--- config.mk ---
export PLATFORM = sky130hd
export DESIGN_NAME = integer_to_floating_point
export DESIGN_NICKNAME = d
export VERILOG_FILES = /design/src/rtl/fp_pkg.sv /design/src/rtl/leading_zero_counter.sv /design/src/rtl/integer_to_floating_point.sv
export SDC_FILE = /design/constraint.sdc
export NUM_CORES = 1
export LEC_CHECK = 0
export BUFFER_PORTS_ARGS = -buffer_cell sky130_fd_sc_hd__buf_2
export CORE_MARGIN = 3
export CORE_UTILIZATION = 50
export DETAILED_ROUTE_END_ITERATION = 16
export GPL_TIMING_DRIVEN = 0
export MAX_ROUTING_LAYER = met4
export PLACE_DENSITY = 0.71
export SLEW_MARGIN = 10
export SYNTH_ARGS = -nofsm -noshare
export SYNTH_HDL_FRONTEND = slang
export SYNTH_HIERARCHICAL = 1
export SYNTH_SLANG_ARGS = --single-unit
--- constraint.sdc ---
create_clock -name clk_i -period 9.8 [get_ports clk_i]
set_input_delay 1.96 -clock clk_i [delete_from_list [all_inputs] [get_ports clk_i]]
set_output_delay 1.96 -clock clk_i [all_outputs]
set_load 0.05 [all_outputs]
--- src/rtl/fp_pkg.sv ---
// Shared float-format helpers: bias, exponent limit, field indices, widths.
// Pure constants/functions; no ports.
package fp_pkg;

  function automatic int BIAS(input int ew);
    return (2 ** (ew - 1)) - 1;
  endfunction

  function automatic int EXP_MAX(input int ew);
    return (2 ** ew) - 1;
  endfunction

  function automatic int FP_WIDTH(input int ew, input int fw);
    return 1 + ew + fw;
  endfunction

  function automatic int SIGN_IDX(input int ew, input int fw);
    return ew + fw;
  endfunction

  function automatic int EXP_IDX_MSB(input int ew, input int fw);
    return ew + fw - 1;
  endfunction

  function automatic int EXP_IDX_LSB(input int fw);
    return fw;
  endfunction

  function automatic int FRAC_IDX_MSB(input int fw);
    return fw - 1;
  endfunction

  function automatic int FRAC_IDX_LSB();
    return 0;
  endfunction

  function automatic int LZC_WIDTH(input int w);
    return $clog2(w + 1);
  endfunction

endpackage

--- src/rtl/leading_zero_counter.sv ---
// Combinational leading-zero count; returns WIDTH for an all-zero input.
// Ports: in (WIDTH bits), count (clog2(WIDTH+1) bits).
module leading_zero_counter
  import fp_pkg::*;
#(
  parameter int WIDTH = 32
) (
  input  logic [WIDTH-1:0]            in,
  output logic [LZC_WIDTH(WIDTH)-1:0] count
);

  localparam int CW = LZC_WIDTH(WIDTH);

  // Scanning upward lets the highest set bit win.
  always_comb begin
    count = CW'(WIDTH);
    for (int i = 0; i < WIDTH; i++) begin
      if (in[i]) count = CW'(WIDTH - 1 - i);
    end
  end

endmodule

--- src/rtl/integer_to_floating_point.sv ---
// Two-register pipelined integer to [sign|exp|frac] converter, RNE rounding.
// Ports: clk_i, rst_ni, int_i, valid_i -> fp_o, valid_o, overflow_o.
module integer_to_floating_point
  import fp_pkg::*;
#(
  parameter int INT_WIDTH  = 32,
  parameter int EXP_WIDTH  = 8,
  parameter int FRAC_WIDTH = 23,
  parameter bit SIGNED     = 1'b1
) (
  input  logic                                   clk_i,
  input  logic                                   rst_ni,
  input  logic [INT_WIDTH-1:0]                   int_i,
  input  logic                                   valid_i,
  output logic [FP_WIDTH(EXP_WIDTH,FRAC_WIDTH)-1:0] fp_o,
  output logic                                   valid_o,
  output logic                                   overflow_o
);

  localparam int LZW = LZC_WIDTH(INT_WIDTH);
  localparam int CLW = $clog2(INT_WIDTH) + 1;
  localparam int EW  = ((EXP_WIDTH > CLW) ? EXP_WIDTH : CLW) + 2;
  localparam int NW  = INT_WIDTH - 1;
  localparam int XW  = NW + FRAC_WIDTH + 2;
  localparam int SI  = SIGN_IDX(EXP_WIDTH, FRAC_WIDTH);
  localparam int EM  = EXP_IDX_MSB(EXP_WIDTH, FRAC_WIDTH);
  localparam int EL  = EXP_IDX_LSB(FRAC_WIDTH);
  localparam int FM  = FRAC_IDX_MSB(FRAC_WIDTH);
  localparam int FL  = FRAC_IDX_LSB();
  localparam logic signed [EW-1:0] BIAS_S = EW'(BIAS(EXP_WIDTH));
  localparam logic signed [EW-1:0] EMAX_S = EW'(EXP_MAX(EXP_WIDTH));

  logic [INT_WIDTH-1:0] in_q;
  logic                 in_vld_q;

  always_ff @(posedge clk_i or negedge rst_ni) begin
    if (!rst_ni) begin
      in_q     <= '0;
      in_vld_q <= 1'b0;
    end else begin
      in_q     <= int_i;
      in_vld_q <= valid_i;
    end
  end

  logic                 sign_d;
  logic [INT_WIDTH-1:0] mag;
  logic [INT_WIDTH-1:0] norm_d;
  logic [LZW-1:0]       lz;
  logic signed [EW-1:0] e_d;

  assign sign_d = SIGNED & in_q[INT_WIDTH-1];
  assign mag    = sign_d ? (~in_q + INT_WIDTH'(1)) : in_q;

  leading_zero_counter #(
    .WIDTH(INT_WIDTH)
  ) u_lzc (
    .in   (mag),
    .count(lz)
  );

  assign norm_d = mag << lz;
  assign e_d    = EW'(INT_WIDTH - 1) - EW'(lz);

  // Nonzero flag (not is_zero) so cleared registers decode to +0.
  logic                 s1_vld;
  logic                 s1_sign;
  logic                 s1_nz;
  logic [NW-1:0]        s1_norm;
  logic signed [EW-1:0] s1_e;

  always_ff @(posedge clk_i or negedge rst_ni) begin
    if (!rst_ni) begin
      s1_vld  <= 1'b0;
      s1_sign <= 1'b0;
      s1_nz   <= 1'b0;
      s1_norm <= '0;
      s1_e    <= '0;
    end else begin
      s1_vld  <= in_vld_q;
      s1_sign <= sign_d;
      s1_nz   <= |mag;
      s1_norm <= norm_d[NW-1:0];
      s1_e    <= e_d;
    end
  end

  // Zero padding keeps guard/sticky at 0 when the fraction is exact.
  logic [XW-1:0]         ext;
  logic [FRAC_WIDTH-1:0] frac;
  logic [FRAC_WIDTH-1:0] frac_r;
  logic                  guard;
  logic                  sticky;
  logic                  rnd;
  logic                  carry;
  logic signed [EW-1:0]  biased;
  logic                  ovf;

  assign ext    = {s1_norm, {(FRAC_WIDTH + 2){1'b0}}};
  assign frac   = ext[XW-1 -: FRAC_WIDTH];
  assign guard  = ext[XW-1-FRAC_WIDTH];
  assign sticky = |ext[XW-2-FRAC_WIDTH:0];
  assign rnd    = guard & (sticky | frac[0]);
  assign carry  = rnd & (&frac);
  assign frac_r = frac + FRAC_WIDTH'(rnd);
  assign biased = s1_e + BIAS_S + EW'(carry);
  assign ovf    = s1_nz & (biased >= EMAX_S);

  always_comb begin
    fp_o = '0;
    if (s1_nz) begin
      fp_o[SI] = s1_sign;
      if (ovf) begin
        fp_o[EM:EL] = '1;
      end else begin
        fp_o[EM:EL] = biased[EXP_WIDTH-1:0];
        fp_o[FM:FL] = frac_r;
      end
    end
  end

  assign valid_o    = s1_vld;
  assign overflow_o = ovf;

  logic unused_hi;
  assign unused_hi = ^biased[EW-1:EXP_WIDTH];

endmodule

==> results_dict.tcl <==
set metrics [dict create \
    routed_wl_um 18740 \
    syn_area_per_cell_sq_um 8.318 \
    place_hpwl_um 14770 \
    ios 69 \
    wl_per_cell_um 20.37 \
    synth-edff-count 0 \
    hp-class "reg2reg" \
    yosys_warnings 6 \
    fin_nets 814 \
    pwr-share-comb 0.440 \
    min_period_over_period 0.7148 \
    post_cts_buffers 0 \
    start_util 0.5226 \
    max_slew_margin 0.4230 \
    fp-row-count 38 \
    drive_gt1_frac 0.1538 \
    synth-simple-area-share 0.2568 \
    ys_seq_elements 73 \
    grt_max_degree 74 \
    hold_buffers 0 \
    p_int_w 0.0007295 \
    cp-end-kind "flop" \
    hold_viol_final 0 \
    fp.dieW_um 113.6 \
    drt_iter0_markers 598 \
    synthMuxAreaShare 0.09120 \
    path_max_fanout 12 \
    clkTransAtPathRegs_ps 60 \
    synthTopCellsByArea "dfrtp_1 (32%), mux2i_1 (4.8%), xnor2_1 (4.4%), nor2_1 (3.9%), nand2_1 (3.2%)" \
    switching_share 0.4349 \
    drt_first_pass_iters 5 \
    fp.dieH_um 113.6 \
    power_density_mw_per_mm2 194.8 \
    vias 5893 \
    syn_inst 696 \
    io_buffer_count 67 \
    globalRouteTotalUtil 0.3015 \
    clock_power_share 0.262 \
    arrival_ps 7260 \
    status "complete, no violations" \
    h-tree-depth 3 \
    clock_sinks 73 \
    cts_resized 0 \
    drc 0 \
    leakagePower_nw 2.726 \
    postRouteAntennaNets 0 \
    worstSetupPathType "reg2reg" \
    setup_tns_ps 0 \
    synth_fa_ha_area_frac 0.008645 \
    max_freq_ghz 0.1427 \
    synthArstFlopShare 1.000 \
    die_area_sq_mm 0.01291 \
    netlist_area_sq_mm 0.005789 \
    cts-root-buf "clkbuf_16" \
    clk_latency_ps 340 \
    synth_top_area_cell "dfrtp_1" \
    synth_ff_type "dfrtp_1" \
    setup_viol_count_final 0 \
    area_delta_synth_final_pct 14.44 \
    syn_nets 735 \
    antenna_found_initial 0 \
    slew_viol_final 0 \
    synth_compound_area_frac 0.2025 \
    grt_pass1_vias 5792 \
    ir_drop_uv 166.1 \
    ys_seq_area_frac 0.3155 \
    yosys.area.top_type_share 0.3155 \
    switching_power_w 0.0005614 \
    grt-ovfl-total 0 \
    grt_pass1_wl_um 29660 \
    cts_buffers 9 \
    p_seq_frac 0.298 \
    timing.hold.ws_ps 349.6 \
    max_cap_viol_count 0 \
    gp_congestion 0.9428 \
    synth-xor-area-share 0.06959 \
    via_per_inst 6.405 \
    cts_tree "built" \
    core_sq_mm 0.01108 \
    ys_types 71 \
    rsz0062_at_grt "false" \
    clk_path_buf_depth 2 \
    synth_top_family_by_area "simple AND/OR/NAND/NOR gates" \
    worst_pin_slew_ps 859.4 \
    min_period_ps 7005 \
    skew_ps 12.03 \
    crit_required_ps 10050 \
    start_kind "flop" \
    antenna_cells 0 \
]
[final cells by class]
type,count,area (sq um)
plain buffers,44,183.9
clock buffers,9,225.2
clock inverters,7,83.83
fillers,1024,4453
inverters,36,135.1
multi-input cells,543,3650
flip-flops and latches,73,1827
well taps,140,175.2
repair buffers,68,345.3
[sequential cells by signal, indices dropped and copies added (netlist names)]
name,flops
in_q,32
in_vld_q,1
s1_e,6
s1_norm,31
s1_nz,1
s1_sign,1
valid_o,1
[synthesized netlist by cell type (all sizes together), types with 9 or more instances]
cell type and count:
clkbuf 29, a21oi 26, xnor2 29, o31ai 12, o21ai 37, inv 36, nor2 60, nor2b 9
a31oi 11, nand3 25, mux2i 28, nor4 25, buf 15, nor3 21, dfrtp 73, nand2 49
a21boi 9, a211oi 9, xor2 17, or3 13, or4 15, and2 24
[layer usage]
layer / GRT usage / part of all wire / up-vias
met5: - / 0 / -
met4: 0.1771 / 0.061 / 0
met3: 0.04668 / 0.069 / 82
met2: 0.5183 / 0.49 / 335
met1: 0.3299 / 0.38 / 2750
li1: - / - / 2726
[metrics by stage]
step / instance area, sq um / total power [W] / instances / worst slack, ps / util
6_report: 6625 / 0.001291 / 920 / 2795 / 0.5980
2_1_floorplan: 5789 / 0.0007983 / 696 / 4740 / -
4_1_cts: 6625 / 0.001287 / 920 / 3066 / 0.5980
3_3_place_gp: 6300 / 0.0009399 / 903 / 3157 / 0.5687
5_1_grt: 6625 / 0.001358 / 920 / 2330 / 0.5980
3_5_place_dp: 6316 / 0.0009468 / 904 / 3103 / 0.5701
[worst paths after layout]
kind	start	endpoint	slack, ps	depth (start not counted)
max	in_q[0]	s1_norm[23]	2790	21
min	in_vld_q	valid_o	350	0
max reg2reg	in_q[0]	s1_norm[23]	2790	21
min reg2reg	in_vld_q	valid_o	350	0
max in group asynchronous	rst_ni	s1_norm[28]	7520	1
min in group asynchronous	rst_ni	in_q[5]	1720	1
[placed cells by master (no fill, tap or decap), types with 12 or more instances in the layout]
cell type / instances
a21oi_1: 26
and2_1: 24
buf_2: 72
clkbuf_1: 29
dfrtp_1: 73
inv_1: 35
mux2i_1: 28
nand2_1: 49
nand3_1: 25
nor2_1: 60
nor3_1: 21
nor4_1: 22
o21ai_0: 35
o31ai_1: 12
or3_1: 12
or4_1: 14
xnor2_1: 29
xor2_1: 17
[logic make-up after synthesis]
logic type / after synthesis
multiplexers: 42
AO/OA/AOI/OAI: 170
AND/OR/NAND/NOR: 280
buffers and inverters: 80
flip-flops: 73
other: 1
adder cells (fa/ha/maj): 4
XOR/XNOR: 46
[power by group through the flow]
stage	clock [W]	sequential [W]	combinational, W
after global routing	0.000360	0.000391	0.000607
final	0.000338	0.000384	0.000568
after CTS	0.000344	0.000383	0.000560
after detailed placement	0	0.000389	0.000558
after floorplan	0	0.000381	0.000418
after global placement	0	0.000386	0.000554
[worst max-delay path, stage by stage (launching register included)]
cell       delay, ps
dfrtp_1          510
inv_1            140
ha_1             210
nor3b_1          680
nand3_1          380
o31ai_1          340
xor2_1           400
inv_1            220
nor3_1           160
o21ai_0          110
a2111oi_0        420
a221oi_1         130
clkbuf_1         280
inv_1            280
buf_1            570
buf_1            680
nor2_1           220
a22oi_1          200
o221ai_1         280
mux2i_1          380
a22oi_1          120
a31oi_1          200
Note: power is estimated with default switching activity, not from simulation.
